`src/rtl/riscv_i32_debug_fetch_ctrl_if.sv`:
```
// Bundle of host-command, result and fetch-debug request/response signals
// between the debug fetch controller (master) and its environment (slave).
interface riscv_i32_debug_fetch_ctrl_if;
    logic        cmd_valid;
    logic        cmd_ready;
    logic [1:0]  cmd_op;
    logic [31:0] cmd_data;
    logic        rsp_valid;
    logic        rsp_error;
    logic [31:0] rsp_data;
    logic        halted;
    logic        debug_control__valid;
    logic        debug_control__kill_fetch;
    logic        debug_control__halt_request;
    logic        debug_control__fetch_dret;
    logic [31:0] debug_control__data;
    logic        debug_response__valid;
    logic        debug_response__kill_fetch;
    logic        debug_response__halt_request;
    logic        debug_response__fetch_dret;
    logic [31:0] debug_response__data;

    modport master (
        input  cmd_valid, cmd_op, cmd_data,
        input  debug_response__valid, debug_response__kill_fetch,
        input  debug_response__halt_request, debug_response__fetch_dret,
        input  debug_response__data,
        output cmd_ready, rsp_valid, rsp_error, rsp_data, halted,
        output debug_control__valid, debug_control__kill_fetch,
        output debug_control__halt_request, debug_control__fetch_dret,
        output debug_control__data
    );

    modport slave (
        output cmd_valid, cmd_op, cmd_data,
        output debug_response__valid, debug_response__kill_fetch,
        output debug_response__halt_request, debug_response__fetch_dret,
        output debug_response__data,
        input  cmd_ready, rsp_valid, rsp_error, rsp_data, halted,
        input  debug_control__valid, debug_control__kill_fetch,
        input  debug_control__halt_request, debug_control__fetch_dret,
        input  debug_control__data
    );
endinterface

```
`src/rtl/riscv_i32_debug_fetch_ctrl.sv`:
```
// Debug-module initiator: turns single host commands into halt / inject / dret
// requests towards the fetch-debug stage, tracks halt state and times out requests.
module riscv_i32_debug_fetch_ctrl #(
    parameter int unsigned TIMEOUT_CYCLES = 32'd1023
) (
    input  logic                                clk,
    input  logic                                reset,
    riscv_i32_debug_fetch_ctrl_if.master        ctrl_io
);
    localparam int CNT_W = 10;
    localparam logic [CNT_W-1:0] CNT_LAST = CNT_W'(TIMEOUT_CYCLES - 32'd1);

    localparam logic [2:0] S_RUNNING    = 3'd0;
    localparam logic [2:0] S_HALTED     = 3'd1;
    localparam logic [2:0] S_HALT_REQ   = 3'd2;
    localparam logic [2:0] S_EXEC_REQ   = 3'd3;
    localparam logic [2:0] S_RESUME_REQ = 3'd4;

    localparam logic [1:0] OP_HALT   = 2'd0;
    localparam logic [1:0] OP_RESUME = 2'd1;
    localparam logic [1:0] OP_EXEC   = 2'd2;
    localparam logic [1:0] OP_STATUS = 2'd3;

    logic [2:0]       state_q, state_d;
    logic [CNT_W-1:0] cnt_q, cnt_d;
    logic             halted_q, halted_d;
    logic             rsp_valid_q, rsp_valid_d;
    logic             rsp_error_q, rsp_error_d;
    logic [31:0]      rsp_data_q, rsp_data_d;
    logic             dc_valid_q, dc_valid_d;
    logic             dc_kill_q, dc_kill_d;
    logic             dc_halt_q, dc_halt_d;
    logic             dc_dret_q, dc_dret_d;
    logic [31:0]      dc_data_q, dc_data_d;

    logic             cmd_ready_s;
    logic             accept_s;
    logic             resp_hit_s;
    logic [2:0]       succ_state_s;
    logic [2:0]       abort_state_s;
    logic             unused_s;

    assign cmd_ready_s = ((state_q == S_RUNNING) | (state_q == S_HALTED)) & ~rsp_valid_q;
    assign accept_s    = ctrl_io.cmd_valid & cmd_ready_s;
    assign unused_s    = ctrl_io.debug_response__kill_fetch;

    // Per transient state: which response completes it and where it lands on success or abort.
    always_comb begin
        resp_hit_s    = 1'b0;
        succ_state_s  = S_RUNNING;
        abort_state_s = S_RUNNING;
        case (state_q)
            S_HALT_REQ: begin
                resp_hit_s    = ctrl_io.debug_response__valid & ctrl_io.debug_response__halt_request;
                succ_state_s  = S_HALTED;
                abort_state_s = S_RUNNING;
            end
            S_EXEC_REQ: begin
                resp_hit_s    = ctrl_io.debug_response__valid;
                succ_state_s  = S_HALTED;
                abort_state_s = S_HALTED;
            end
            S_RESUME_REQ: begin
                resp_hit_s    = ctrl_io.debug_response__valid & ctrl_io.debug_response__fetch_dret;
                succ_state_s  = S_RUNNING;
                abort_state_s = S_HALTED;
            end
            default: begin
                resp_hit_s    = 1'b0;
                succ_state_s  = S_RUNNING;
                abort_state_s = S_RUNNING;
            end
        endcase
    end

    // Next-state, request and result computation.
    always_comb begin
        state_d     = state_q;
        cnt_d       = cnt_q;
        halted_d    = halted_q;
        rsp_valid_d = 1'b0;
        rsp_error_d = 1'b0;
        rsp_data_d  = rsp_data_q;
        dc_valid_d  = dc_valid_q;
        dc_kill_d   = dc_kill_q;
        dc_halt_d   = dc_halt_q;
        dc_dret_d   = dc_dret_q;
        dc_data_d   = dc_data_q;
        case (state_q)
            S_RUNNING, S_HALTED: begin
                if (accept_s) begin
                    case (ctrl_io.cmd_op)
                        OP_HALT: begin
                            if (state_q == S_RUNNING) begin
                                state_d    = S_HALT_REQ;
                                cnt_d      = '0;
                                dc_valid_d = 1'b1;
                                dc_halt_d  = 1'b1;
                                dc_kill_d  = 1'b1;
                            end else begin
                                rsp_valid_d = 1'b1;
                            end
                        end
                        OP_RESUME: begin
                            if (state_q == S_HALTED) begin
                                state_d    = S_RESUME_REQ;
                                cnt_d      = '0;
                                dc_valid_d = 1'b1;
                                dc_dret_d  = 1'b1;
                            end else begin
                                rsp_valid_d = 1'b1;
                            end
                        end
                        OP_EXEC: begin
                            if (state_q == S_HALTED) begin
                                state_d    = S_EXEC_REQ;
                                cnt_d      = '0;
                                dc_valid_d = 1'b1;
                                dc_data_d  = ctrl_io.cmd_data;
                            end else begin
                                rsp_valid_d = 1'b1;
                                rsp_error_d = 1'b1;
                            end
                        end
                        OP_STATUS: begin
                            rsp_valid_d = 1'b1;
                            rsp_data_d  = {31'd0, halted_q};
                        end
                        default: begin
                            rsp_valid_d = 1'b0;
                        end
                    endcase
                end else begin
                    state_d = state_q;
                end
            end
            S_HALT_REQ, S_EXEC_REQ, S_RESUME_REQ: begin
                if (resp_hit_s) begin
                    state_d     = succ_state_s;
                    halted_d    = (succ_state_s == S_HALTED);
                    cnt_d       = '0;
                    rsp_valid_d = 1'b1;
                    if (state_q == S_EXEC_REQ) begin
                        rsp_data_d = ctrl_io.debug_response__data;
                    end else begin
                        rsp_data_d = rsp_data_q;
                    end
                    dc_valid_d = 1'b0;
                    dc_kill_d  = 1'b0;
                    dc_halt_d  = 1'b0;
                    dc_dret_d  = 1'b0;
                    dc_data_d  = 32'd0;
                end else if (cnt_q == CNT_LAST) begin
                    state_d     = abort_state_s;
                    halted_d    = (abort_state_s == S_HALTED);
                    cnt_d       = '0;
                    rsp_valid_d = 1'b1;
                    rsp_error_d = 1'b1;
                    rsp_data_d  = 32'd0;
                    dc_valid_d  = 1'b0;
                    dc_kill_d   = 1'b0;
                    dc_halt_d   = 1'b0;
                    dc_dret_d   = 1'b0;
                    dc_data_d   = 32'd0;
                end else begin
                    cnt_d = cnt_q + 10'd1;
                end
            end
            default: begin
                state_d    = S_RUNNING;
                halted_d   = 1'b0;
                cnt_d      = '0;
                dc_valid_d = 1'b0;
                dc_kill_d  = 1'b0;
                dc_halt_d  = 1'b0;
                dc_dret_d  = 1'b0;
                dc_data_d  = 32'd0;
            end
        endcase
    end

    // State and output registers; reset drops every request field at once.
    always_ff @(posedge clk or posedge reset) begin
        if (reset) begin
            state_q     <= S_RUNNING;
            cnt_q       <= '0;
            halted_q    <= 1'b0;
            rsp_valid_q <= 1'b0;
            rsp_error_q <= 1'b0;
            rsp_data_q  <= 32'd0;
            dc_valid_q  <= 1'b0;
            dc_kill_q   <= 1'b0;
            dc_halt_q   <= 1'b0;
            dc_dret_q   <= 1'b0;
            dc_data_q   <= 32'd0;
        end else begin
            state_q     <= state_d;
            cnt_q       <= cnt_d;
            halted_q    <= halted_d;
            rsp_valid_q <= rsp_valid_d;
            rsp_error_q <= rsp_error_d;
            rsp_data_q  <= rsp_data_d;
            dc_valid_q  <= dc_valid_d;
            dc_kill_q   <= dc_kill_d;
            dc_halt_q   <= dc_halt_d;
            dc_dret_q   <= dc_dret_d;
            dc_data_q   <= dc_data_d;
        end
    end

    assign ctrl_io.cmd_ready                   = cmd_ready_s;
    assign ctrl_io.rsp_valid                   = rsp_valid_q;
    assign ctrl_io.rsp_error                   = rsp_error_q;
    assign ctrl_io.rsp_data                    = rsp_data_q;
    assign ctrl_io.halted                      = halted_q;
    assign ctrl_io.debug_control__valid        = dc_valid_q;
    assign ctrl_io.debug_control__kill_fetch   = dc_kill_q;
    assign ctrl_io.debug_control__halt_request = dc_halt_q;
    assign ctrl_io.debug_control__fetch_dret   = dc_dret_q;
    assign ctrl_io.debug_control__data         = dc_data_q;
endmodule

```
`src/flat_wrapper.sv`:
```
// flat-port wrapper written by rule: the top's interface ports become plain ports
module riscv_i32_debug_fetch_ctrl_flat 
#(
    parameter int unsigned TIMEOUT_CYCLES = 32'd1023
)
  (clk, reset, ctrl_io_cmd_valid, ctrl_io_cmd_op, ctrl_io_cmd_data, ctrl_io_debug_response__valid, ctrl_io_debug_response__kill_fetch, ctrl_io_debug_response__halt_request, ctrl_io_debug_response__fetch_dret, ctrl_io_debug_response__data, ctrl_io_cmd_ready, ctrl_io_rsp_valid, ctrl_io_rsp_error, ctrl_io_rsp_data, ctrl_io_halted, ctrl_io_debug_control__valid, ctrl_io_debug_control__kill_fetch, ctrl_io_debug_control__halt_request, ctrl_io_debug_control__fetch_dret, ctrl_io_debug_control__data);
  riscv_i32_debug_fetch_ctrl_if ctrl_io_i ();
  input  logic clk;
  input  logic reset;
  input wire logic [$bits(ctrl_io_i.cmd_valid)-1:0] ctrl_io_cmd_valid;
  input wire logic [$bits(ctrl_io_i.cmd_op)-1:0] ctrl_io_cmd_op;
  input wire logic [$bits(ctrl_io_i.cmd_data)-1:0] ctrl_io_cmd_data;
  input wire logic [$bits(ctrl_io_i.debug_response__valid)-1:0] ctrl_io_debug_response__valid;
  input wire logic [$bits(ctrl_io_i.debug_response__kill_fetch)-1:0] ctrl_io_debug_response__kill_fetch;
  input wire logic [$bits(ctrl_io_i.debug_response__halt_request)-1:0] ctrl_io_debug_response__halt_request;
  input wire logic [$bits(ctrl_io_i.debug_response__fetch_dret)-1:0] ctrl_io_debug_response__fetch_dret;
  input wire logic [$bits(ctrl_io_i.debug_response__data)-1:0] ctrl_io_debug_response__data;
  output wire logic [$bits(ctrl_io_i.cmd_ready)-1:0] ctrl_io_cmd_ready;
  output wire logic [$bits(ctrl_io_i.rsp_valid)-1:0] ctrl_io_rsp_valid;
  output wire logic [$bits(ctrl_io_i.rsp_error)-1:0] ctrl_io_rsp_error;
  output wire logic [$bits(ctrl_io_i.rsp_data)-1:0] ctrl_io_rsp_data;
  output wire logic [$bits(ctrl_io_i.halted)-1:0] ctrl_io_halted;
  output wire logic [$bits(ctrl_io_i.debug_control__valid)-1:0] ctrl_io_debug_control__valid;
  output wire logic [$bits(ctrl_io_i.debug_control__kill_fetch)-1:0] ctrl_io_debug_control__kill_fetch;
  output wire logic [$bits(ctrl_io_i.debug_control__halt_request)-1:0] ctrl_io_debug_control__halt_request;
  output wire logic [$bits(ctrl_io_i.debug_control__fetch_dret)-1:0] ctrl_io_debug_control__fetch_dret;
  output wire logic [$bits(ctrl_io_i.debug_control__data)-1:0] ctrl_io_debug_control__data;
  assign ctrl_io_i.cmd_valid = ctrl_io_cmd_valid;
  assign ctrl_io_i.cmd_op = ctrl_io_cmd_op;
  assign ctrl_io_i.cmd_data = ctrl_io_cmd_data;
  assign ctrl_io_i.debug_response__valid = ctrl_io_debug_response__valid;
  assign ctrl_io_i.debug_response__kill_fetch = ctrl_io_debug_response__kill_fetch;
  assign ctrl_io_i.debug_response__halt_request = ctrl_io_debug_response__halt_request;
  assign ctrl_io_i.debug_response__fetch_dret = ctrl_io_debug_response__fetch_dret;
  assign ctrl_io_i.debug_response__data = ctrl_io_debug_response__data;
  assign ctrl_io_cmd_ready = ctrl_io_i.cmd_ready;
  assign ctrl_io_rsp_valid = ctrl_io_i.rsp_valid;
  assign ctrl_io_rsp_error = ctrl_io_i.rsp_error;
  assign ctrl_io_rsp_data = ctrl_io_i.rsp_data;
  assign ctrl_io_halted = ctrl_io_i.halted;
  assign ctrl_io_debug_control__valid = ctrl_io_i.debug_control__valid;
  assign ctrl_io_debug_control__kill_fetch = ctrl_io_i.debug_control__kill_fetch;
  assign ctrl_io_debug_control__halt_request = ctrl_io_i.debug_control__halt_request;
  assign ctrl_io_debug_control__fetch_dret = ctrl_io_i.debug_control__fetch_dret;
  assign ctrl_io_debug_control__data = ctrl_io_i.debug_control__data;
  riscv_i32_debug_fetch_ctrl #(.TIMEOUT_CYCLES(TIMEOUT_CYCLES)) u_core (.clk(clk), .reset(reset), .ctrl_io(ctrl_io_i));
endmodule
```
`config.mk`:
```
export PLATFORM = sky130hd
export DESIGN_NAME = riscv_i32_debug_fetch_ctrl_flat
export DESIGN_NICKNAME = d
export VERILOG_FILES = /design/src/rtl/riscv_i32_debug_fetch_ctrl_if.sv /design/src/rtl/riscv_i32_debug_fetch_ctrl.sv /design/src/flat_wrapper.sv
export SDC_FILE = /design/constraint.sdc
export NUM_CORES = 1
export LEC_CHECK = 0
export BUFFER_PORTS_ARGS = -buffer_cell sky130_fd_sc_hd__buf_2
export CELL_PAD_IN_SITES_DETAIL_PLACEMENT = 1
export CELL_PAD_IN_SITES_GLOBAL_PLACEMENT = 2
export CORE_ASPECT_RATIO = 1.5
export CORE_MARGIN = 4
export CORE_UTILIZATION = 29
export DETAILED_ROUTE_END_ITERATION = 8
export HOLD_SLACK_MARGIN = 0.06
export MAX_ROUTING_LAYER = met4
export PLACE_DENSITY = 0.87
export SETUP_SLACK_MARGIN = 0.3
export SYNTH_ARGS = -nofsm -noshare
export SYNTH_HDL_FRONTEND = slang
export SYNTH_SLANG_ARGS = --single-unit
```
`constraint.sdc`:
```
create_clock -name clk -period 3 [get_ports clk]
set_input_delay 0.15 -clock clk [delete_from_list [all_inputs] [get_ports clk]]
set_output_delay 0.15 -clock clk [all_outputs]
set_load 0.01 [all_outputs]
```
==> reports/summary.txt, run 1 <==
status: completed
total wire length: 11980 um
HPWL reported at the end of detailed placement: 7940 um
setup_tns: 0 ns
Core Box Area: 12450 um2
top cells by area, synth: dfrtp_1 56%, a22o_1 7.6%, nand2_1 7.5%, o21ai_0 3.5%, o21ai_1 3.1%
total number of vias: 3522
mean post-synth cell area: 10.20 um2
max-capacitance violation count: 0
Routed Antenna Nets: 0
htree depth: 3
Reg power frac: 43.9%
Via-to-Cell Ratio: 4.912
Global Route Usage Sum: 17.15%
switching part of the total: 27.34%
Hold Violations, Final: 0
Fmax achieved: 430.6 MHz
HP Class: in2reg
slowest stage delay, CP: 0.59 ns
Least-Margin Pin Slew: 0.8437 ns
die footprint: 14600 um2
WP data required: 3.18 ns
Final Max Tran Viols: 0
post-CTS setup buffers: 0
CP Launch Type: flip-flop
placement row count: 50
P&R area growth vs syn: 47.64%
wire per inst: 16.71 um
Pleak: 2.697 nW
Post-Route Skew: 0.01089 ns
Yosys reg bits: 83
PostCTS Resize Cnt: 0
CTS tree: yes
first drt pass iteration count: 4
# nets final: 637
Pint: 0.002069 W
Final WS setup: 0.6775 ns
Skew-Pair Late Insertion Delay: 0.34 ns
final setup fails: 0
largest net degree at the start of global routing: 65
share of post-route cells with drive strength above 1: 30.84%
peak fanout along the critical path: 64
yosys warns: 0
clk slew on worst S/H paths: 0.06 ns
GP Congestion: 0.7830
Buf+Inv Stages, Crit Path: 1
crit end category: flip-flop
number of clock sinks: 83
Syn Inst Count: 361
number of I/O port buffers: 143
minimum clock period: 2.322 ns
Netlist cell types: 45
CP Class: reg2reg
clk buf depth: 2
pwr dens: 523.8 nW/um2
Primary FF master, synth: dfrtp_1
chip width: 100.0 um
Synth async-reset ratio: 100.0%
antenna violations before repair: 0
Synth top area share: 56.41%
pre-CTS setup slack: 0.7056 ns
Post-Syn Area: 3682 um2
Antenna Cells: 0
first-pass GRT wire length: 19490 um
vias in the first global route: 3744
CP top delay family: compound AO/OA/AOI/OAI gates
register area share after synthesis: 56.41%
WP data arrival: 2.50 ns
crit path cell chain: nor3b_4, a22oi_4, o221ai_4, buf_4, o21ai_0
Starting DRT DRC Count: 124
period utilization: 77.42%
cell taking the most area after synthesis: dfrtp_1
I/O pin count: 145
Slew headroom: 43.76%
GRT Residual Overflow: 0
sw power: 0.0007785 W
clock share of power: 40.0%
maximum vdd drop: 0.3428 mV
number of synthesized flops with an enable pin: 0
initial core utilization: 29.58%
root buf cell: clkbuf_16
syn nets: 442
CTS Buf Count: 9
Logic pwr share: 16.1%
hold buffer count at cts: 57
critical path's slowest cell: dfrtp_1
drt drc: 0
Die Y: 146.0 um
unrepaired setup endpoints after global routing: false
==> layer usage <==
metal  up-vias  GRT usage [%]  wire length, um
li1       1655              -                -
met1      1742          19.50             4680
met2       100          29.34             6353
met3        25          2.916              562
met4         0          7.417              387
met5         -              -                0
==> cells by family after synthesis <==
kind of cell               count (synthesis)  synth area share (%)
DFF                                       83                 56.40
AOI/OAI and AO/OA                        113                 20.93
adders and majority gates                  8                 2.718
buffers and inverters                     35                 4.451
muxes                                      2                0.5437
and+or+nand+nor                          120                 14.95
==> worst min-delay path, stage by stage <==
cell and delay [ns]:
buf_2 0.10, nand2_1 0.05, o21ai_0 0.06
==> flip-flops by register name (all words and copies together) (netlist names) <==
| register | count |
|---|---|
| u_core.cnt_q | 10 |
| u_core.ctrl_io.debug_control__data | 32 |
| u_core.ctrl_io.debug_control__fetch_dret | 1 |
| u_core.ctrl_io.debug_control__kill_fetch | 1 |
| u_core.ctrl_io.debug_control__valid | 1 |
| u_core.ctrl_io.halted | 1 |
| u_core.ctrl_io.rsp_data | 32 |
| u_core.ctrl_io.rsp_error | 1 |
| u_core.ctrl_io.rsp_valid | 1 |
| u_core.state_q | 3 |
==> cells in the mapped netlist, drive strengths merged, types with 2 or more instances <==
cell type	n
a21oi	11
or2	2
a41oi	2
nand3b	3
inv	12
nor2b	3
and3	3
and4	2
o22ai	2
a22o	32
nand3	2
nand2	74
o21ai	50
dfrtp	83
buf	18
nor2	12
nand4	2
or3	2
a211oi	2
and2	4
a22oi	4
nand2b	2
a31oi	2
nor3b	2
ha	8
nor3	5
clkbuf	5
mux2i	2
o32ai	2
==> area by class of cell <==
| class | count | area [um2] |
|---|---|---|
| fillers | 1407 | 7013 |
| flip-flops and latches | 83 | 2077 |
| multi-input cells | 243 | 1460 |
| repair buffers | 207 | 1351 |
| clock buffers | 9 | 225.2 |
| well taps | 156 | 195.2 |
| clock inverters | 7 | 81.33 |
| inverters | 12 | 46.29 |
==> path summary, 6_finish.rpt <==
path,from,to,slack [ns],depth (start not counted)
min in group asynchronous,reset,u_core.ctrl_io.debug_control__data[14],0.51,3
max in group asynchronous,reset,u_core.ctrl_io.rsp_data[1],1.81,4
max reg2reg,u_core.state_q[0],u_core.ctrl_io.rsp_data[16],0.68,5
max,u_core.state_q[0],u_core.ctrl_io.rsp_data[16],0.68,5
min,ctrl_io_debug_response__data[2],u_core.ctrl_io.rsp_data[2],0.07,3
min reg2reg,u_core.ctrl_io.rsp_data[6],u_core.ctrl_io.rsp_data[6],0.48,2
==> power groups by stage <==
stage	registers (W)	logic [W]	clock network (W)
finish	0.00125	0.000459	0.00114
global route	0.00126	0.000508	0.00124
CTS	0.00125	0.000462	0.00119
detailed placement	0.00127	0.000402	0
global placement	0.00126	0.000389	0
floorplan	0.00129	0.000185	0
==> per-stage QoR <==
stage	instances	util (%)	hold WS, ns	instance area, um2	power (W)
floorplan	361	-	0.2773	3682	0.001477
global placement	644	36.62	0.3348	4559	0.001653
detailed placement	644	36.62	0.3516	4559	0.001671
CTS	717	43.67	0.06057	5436	0.002899
global route	717	43.67	0.07837	5436	0.003004
finish	717	43.67	0.07056	5436	0.002848
==> cell usage in the layout, fill, tap and decap left out, drive strengths merged, types with 3 or more instances in the layout <==
| cell | netlist | final |
|---|---|---|
| buf | 18 | 150 |
| dlygate4sd3 | 0 | 57 |
| a22o | 32 | 32 |
| a21oi | 11 | 11 |
| clkinv | 0 | 3 |
| nor2b | 3 | 3 |
| nand3b | 3 | 3 |
| a22oi | 4 | 4 |
| and3 | 3 | 3 |
| o21ai | 50 | 50 |
| clkbuf | 5 | 9 |
| nand2 | 74 | 74 |
| and2 | 4 | 4 |
| nor3 | 5 | 5 |
| inv | 12 | 15 |
| dfrtp | 83 | 83 |
| nor2 | 12 | 12 |
| ha | 8 | 8 |
Note: power is estimated with default switching activity, not from simulation.
==> run 2, diff against run 1 <==
Settings changed: CORE_UTILIZATION 29 to 26, PLACE_DENSITY 0.87 to 0.83.
Clock period 3 ns to 1.9 ns, I/O delays scaled along.
==> reports/summary.txt, run 2 (synthesis results as in run 1) <==
status: completed (unchanged)
most frequent cells in the layout: 143 x buf_2, 81 x dfrtp_1, 64 x dlygate4sd3_1, 60 x nand2_1, 32 x a22o_1 (was 143 x buf_2, 83 x dfrtp_1, 74 x nand2_1, 57 x dlygate4sd3_1, 32 x a22o_1)
clk slew on worst S/H paths: 0.07 ns (was 0.06 ns)
HP Class: in2reg (unchanged)
DP Area: 4816 um2 (was 4559 um2)
Die Y: 153.8 um (was 146.0 um)
die footprint: 16170 um2 (was 14600 um2)
minimum clock period: 1.849 ns (was 2.322 ns)
drt drc: 0 (unchanged)
P&R area growth vs syn: 77.74% (was 47.64%)
Layout Utilization: 47.00% (was 43.67%)
Worst Hold Depth: 4 (was 3)
initial core utilization: 26.44% (was 29.58%)
I/O pin count: 145 (unchanged)
CTS Buf Count: 9 (unchanged)
number of clock sinks: 83 (unchanged)
crit end category: flip-flop (unchanged)
antenna violations before repair: 0 (unchanged)
Hold Violations, Final: 0 (unchanged)
Core Box Area: 13930 um2 (was 12450 um2)
HP Start: ctrl_io_debug_response__data[0] (was ctrl_io_debug_response__data[2])
Starting DRT DRC Count: 142 (was 124)
total wire length: 14110 um (was 11980 um)
GRT Residual Overflow: 0 (unchanged)
Worst R2R End: u_core.ctrl_io.debug_control__data[0] (was u_core.ctrl_io.rsp_data[16])
# nets final: 696 (was 637)
htree depth: 3 (unchanged)
CP Class: reg2reg (unchanged)
GP Congestion: 0.7782 (was 0.7830)
CP Launch Type: flip-flop (unchanged)
first-pass GRT wire length: 21240 um (was 19490 um)
Hold Path End: u_core.ctrl_io.rsp_data[0] (was u_core.ctrl_io.rsp_data[2])
wire per inst: 17.98 um (was 16.71 um)
first drt pass iteration count: 4 (unchanged)
setup_tns: 0 ns (unchanged)
Routed Antenna Nets: 0 (unchanged)
Fmax achieved: 540.8 MHz (was 430.6 MHz)
Least-Margin Pin Slew: 0.5712 ns (was 0.8437 ns)
Global Route Usage Sum: 16.89% (was 17.15%)
Pleak: 3.168 nW (was 2.697 nW)
post-route non-filler standard cell count: 785 (was 717)
pwr dens: 738.2 nW/um2 (was 523.8 nW/um2)
Fillers: 1574 (was 1407)
HPWL reported at the end of detailed placement: 8138 um (was 7940 um)
Antenna Cells: 0 (unchanged)
Final Max Tran Viols: 0 (unchanged)
Via-to-Cell Ratio: 4.885 (was 4.912)
WP data arrival: 2.07 ns (was 2.50 ns)
share of post-route cells with drive strength above 1: 46.29% (was 30.84%)
R2R setup slack: 0.05 ns (was 0.68 ns)
post-layout instance area: 6545 um2 (was 5436 um2)
R2R Path Start: u_core.state_q[2] (was u_core.state_q[0])
FF-to-FF path depth: 7 (was 5)
Skew-Pair Late Insertion Delay: 0.34 ns (about the same)
largest net degree at the start of global routing: 84 (was 65)
Placed Cells: 674 (was 644)
max-capacitance violation count: 0 (unchanged)
root buf cell: clkbuf_16 (unchanged)
WP data required: 2.12 ns (was 3.18 ns)
peak fanout along the critical path: 15 (was 64)
chip width: 105.2 um (was 100.0 um)
number of I/O port buffers: 143 (unchanged)
period utilization: 97.32% (was 77.42%)
final setup fails: 0 (unchanged)
vias in the first global route: 4012 (was 3744)
CTS tree: yes (unchanged)
Post-Route Skew: 0.01015 ns (was 0.01089 ns)
clk buf depth: 2 (unchanged)
total number of vias: 3835 (was 3522)
most common cell after layout, fill and taps aside: buf_2 (unchanged)
maximum vdd drop: 0.4704 mV (was 0.3428 mV)
Slew headroom: 61.67% (was 43.76%)
unrepaired setup endpoints after global routing: true (was false)
placement row count: 53 (was 50)
run 2: cell count changes in the layout (fill, tap and decap cells not counted), moves of 5 or more:
| cell | previous run | this run |
|---|---|---|
| buf_6 | 0 | 24 |
| o21ai_0 | 26 | 4 |
| buf_4 | 6 | 20 |
| nand2_1 | 74 | 60 |
| o21ai_2 | 1 | 15 |
| nand2_2 | 0 | 12 |
| buf_12 | 1 | 8 |
| dlygate4sd3_1 | 57 | 64 |
| o21ai_1 | 23 | 29 |
| nor2_1 | 12 | 7 |
run 2: worst max-delay path, cell delays in order, from the launching register on:
cell and delay, ns:
dfrtp_2 0.44, nor3b_4 0.18, buf_4 0.14, a22oi_4 0.27
or2_4 0.23, o21ai_4 0.10, buf_12 0.16, a22o_1 0.20
run 2: worst max-delay path by stage:
stage	start	to	slack [ns]
2_1_floorplan	u_core.cnt_q[0]	u_core.ctrl_io.debug_control__data[10]	0.16
3_3_place_gp	u_core.cnt_q[1]	u_core.ctrl_io.rsp_data[16]	0.10
3_5_place_dp	u_core.cnt_q[1]	u_core.ctrl_io.rsp_data[8]	0.04
4_1_cts	u_core.state_q[2]	u_core.ctrl_io.rsp_data[19]	0.11
5_1_grt	u_core.state_q[1]	u_core.ctrl_io.rsp_data[30]	-0.05
6_report	u_core.state_q[2]	u_core.ctrl_io.debug_control__data[0]	0.05
run 2: routing by layer:
layer | vias up | GRT usage, % | share of wire [%]
met2 | 106 | 29.02 | 55
met3 | 20 | 2.772 | 3.5
li1 | 1782 | - | -
met5 | - | - | 0
met1 | 1927 | 19.72 | 39
met4 | 0 | 6.504 | 2.3
run 2: metrics by stage:
stage	setup WS (ns)	power, W	hold WS (ns)
floorplan	0.1578	0.002348	0.2223
global placement	0.1037	0.002674	0.2669
detailed placement	0.04490	0.002699	0.2736
CTS	0.1101	0.004790	0.1813
global route	-0.04700	0.005092	0.2989
finish	0.05100	0.004831	0.2156
run 2: timing repair:
action	CTS	global route
resized for setup	46	72
hold buffers	64	0
gates cloned	4	5
hold endpoints to repair	146	0
pin swaps	11	24
buffers inserted	12	10
setup endpoints to repair	83	84
run 2: layout make-up:
cell class	count	area [um2]	share of cell area, %
repair buffers	266	2120	32.38
flip-flops and latches	83	2079	31.77
multi-input cells	243	1782	27.22
clock buffers	10	239.0	3.651
well taps	165	206.4	3.154
clock inverters	6	70.07	1.071
inverters	12	48.80	0.7456
run 2: where the power goes:
group / switching [W] / internal, W / total [W]
Sequential: 0.0000876 / 0.00189 / 0.00197
Clock: 0.000746 / 0.00107 / 0.00182
Combinational: 0.000500 / 0.000543 / 0.00104
==> run 3, diff against run 2 <==
Settings changed: CTS_BUF_LIST from default to sky130_fd_sc_hd__clkbuf_16.
==> reports/summary.txt, run 3 (synthesis results as in run 1) <==
HPWL reported at the end of detailed placement: 8138 um (unchanged)
most frequent cells in the layout: 144 x buf_2, 81 x dfrtp_1, 64 x dlygate4sd3_1, 62 x nand2_1, 32 x a22o_1 (was 143 x buf_2, 81 x dfrtp_1, 64 x dlygate4sd3_1, 60 x nand2_1, 32 x a22o_1)
Final WS setup: 0.04420 ns (was 0.05100 ns)
period utilization: 97.67% (was 97.32%)
Routed Antenna Nets: 0 (unchanged)
crit path cell chain: nor3b_4, buf_4, a22oi_4, or2_4, o21ai_4, buf_12, a22o_1 (unchanged)
Starting DRT DRC Count: 138 (was 142)
number of clock sinks: 83 (unchanged)
slowest stage delay, CP: 0.44 ns (about the same)
number of I/O port buffers: 143 (unchanged)
sw power: 0.001344 W (was 0.001333 W)
final setup fails: 0 (unchanged)
Global Route Usage Sum: 16.87% (was 16.89%)
Core Box Area: 13930 um2 (unchanged)
clk slew on worst S/H paths: 0.07 ns (about the same)
antenna violations before repair: 0 (unchanged)
GP Congestion: 0.7782 (unchanged)
wire per inst: 18.03 um (was 17.98 um)
Layout Utilization: 46.78% (was 47.00%)
Skew-Pair Late Insertion Delay: 0.34 ns (about the same)
root buf cell: clkbuf_16 (unchanged)
critical path's slowest cell: dfrtp_2 (unchanged)
Least-Margin Pin Slew: 0.4568 ns (was 0.5712 ns)
drt drc: 0 (unchanged)
pwr dens: 736.2 nW/um2 (was 738.2 nW/um2)
initial core utilization: 26.44% (unchanged)
vias in the first global route: 4017 (was 4012)
P&R area growth vs syn: 76.93% (was 77.74%)
first-pass GRT wire length: 21160 um (was 21240 um)
Logic pwr share: 21.7% (was 21.6%)
status: completed (unchanged)
Antenna Cells: 0 (unchanged)
max-capacitance violation count: 0 (unchanged)
Fmax achieved: 538.9 MHz (was 540.8 MHz)
I/O pin count: 145 (unchanged)
CP Class: reg2reg (unchanged)
Final Max Tran Viols: 0 (unchanged)
Buf+Inv Stages, Crit Path: 2 (unchanged)
CTS tree: yes (unchanged)
Pint: 0.003453 W (was 0.003498 W)
Slew headroom: 69.54% (was 61.67%)
chip width: 105.2 um (unchanged)
total wire length: 14100 um (was 14110 um)
share of post-route cells with drive strength above 1: 46.19% (was 46.29%)
Reg power frac: 41.2% (was 40.9%)
power after layout: 0.004796 W (was 0.004831 W)
WP data arrival: 2.07 ns (about the same)
# nets final: 693 (was 696)
unrepaired setup endpoints after global routing: true (unchanged)
htree depth: 3 (unchanged)
pre-CTS setup slack: 0.04490 ns (unchanged)
Post-Route Skew: 0.01154 ns (was 0.01015 ns)
WP data required: 2.12 ns (about the same)
total number of vias: 3823 (was 3835)
clock share of power: 37.1% (was 37.6%)
largest net degree at the start of global routing: 84 (unchanged)
placement row count: 53 (unchanged)
die footprint: 16170 um2 (unchanged)
Via-to-Cell Ratio: 4.889 (was 4.885)
CP Launch Type: flip-flop (unchanged)
peak fanout along the critical path: 15 (unchanged)
first drt pass iteration count: 4 (unchanged)
Hold Violations, Final: 0 (unchanged)
switching part of the total: 28.01% (was 27.60%)
crit end category: flip-flop (unchanged)
maximum vdd drop: 0.4647 mV (was 0.4704 mV)
HP Class: in2reg (unchanged)
GRT Residual Overflow: 0 (unchanged)
CTS Buf Count: 9 (unchanged)
CP top delay family: compound AO/OA/AOI/OAI gates (unchanged)
most common cell after layout, fill and taps aside: buf_2 (unchanged)
minimum clock period: 1.856 ns (was 1.849 ns)
clk buf depth: 2 (unchanged)
Die Y: 153.8 um (unchanged)
Pleak: 3.154 nW (was 3.168 nW)
## run 3: cell types whose count changed in the layout (fill, tap and decap cells not counted), moves of 2 or more
cell / change
o21ai_2: +3
or3_4: +2
nand2_4: +3
nor2_2: +2
buf_6: -2
nand2_2: -5
nand2_1: +2
buf_4: -2
o21ai_1: -2
or3_1: -2
## run 3: path summary, 6_finish.rpt
kind,from,to,slack [ns],depth (start not counted)
min in group asynchronous,reset,u_core.ctrl_io.rsp_data[14],0.46,4
min,ctrl_io_debug_response__data[0],u_core.ctrl_io.rsp_data[0],0.20,4
max,u_core.state_q[2],u_core.ctrl_io.debug_control__data[0],0.04,7
max reg2reg,u_core.state_q[2],u_core.ctrl_io.debug_control__data[0],0.04,7
min reg2reg,u_core.ctrl_io.rsp_data[1],u_core.ctrl_io.rsp_data[1],0.48,2
max in group asynchronous,reset,u_core.state_q[1],1.06,4
## run 3: worst min-delay path, delay by kind of cell
family,cells,cell delay [ns]
AO/OA/AOI/OAI,2,0.20
AND/OR/NAND/NOR,1,0.13
buffers and inverters,1,0.07
## run 3: through the flow
stage	instance area (um2)	std cells	hold WS, ns	setup TNS (ns)
after floorplan	3737	361	0.2223	0
after global placement	4816	674	0.2669	0
after detailed placement	4816	674	0.2736	0
after CTS	6108	771	0.1804	0
after global routing	6515	782	0.2528	-0.1526
final	6515	782	0.2012	0
## run 3: layer usage
metal  routed length [um]  vias to the layer above  track usage (%)  share of wire [%]
li1                     -                     1782                -                  -
met1                 5527                     1904            19.37                 39
met2                 7706                      111            29.02                 55
met3                  469                       26            2.772                3.3
met4                  393                        0            7.192                2.8
met5                    0                        -                -                  0
## run 3: final cells by class
cell class	instances	area, um2
clock buffers	9	225.2
clock inverters	7	73.82
fillers	1559	7411
inverters	12	48.80
multi-input cells	243	1799
flip-flops and latches	83	2079
well taps	165	206.4
repair buffers	263	2082
## run 3: power by group through the flow
stage	clock (W)	sequential (W)	combinational, W
finish	0.00178	0.00198	0.00104
global route	0.00193	0.00199	0.00112
CTS	0.00183	0.00197	0.000945
detailed placement	0	0.00200	0.000703
global placement	0	0.00199	0.000685
floorplan	0	0.00204	0.000306
## run 3: timing repair
action,4_1_cts,5_1_grt
resized for setup,46,74
cloned,4,5
buffers inserted,13,6
hold endpoints to repair,146,0
setup endpoints to repair,83,84
pin swaps,11,20
hold buffers,64,0
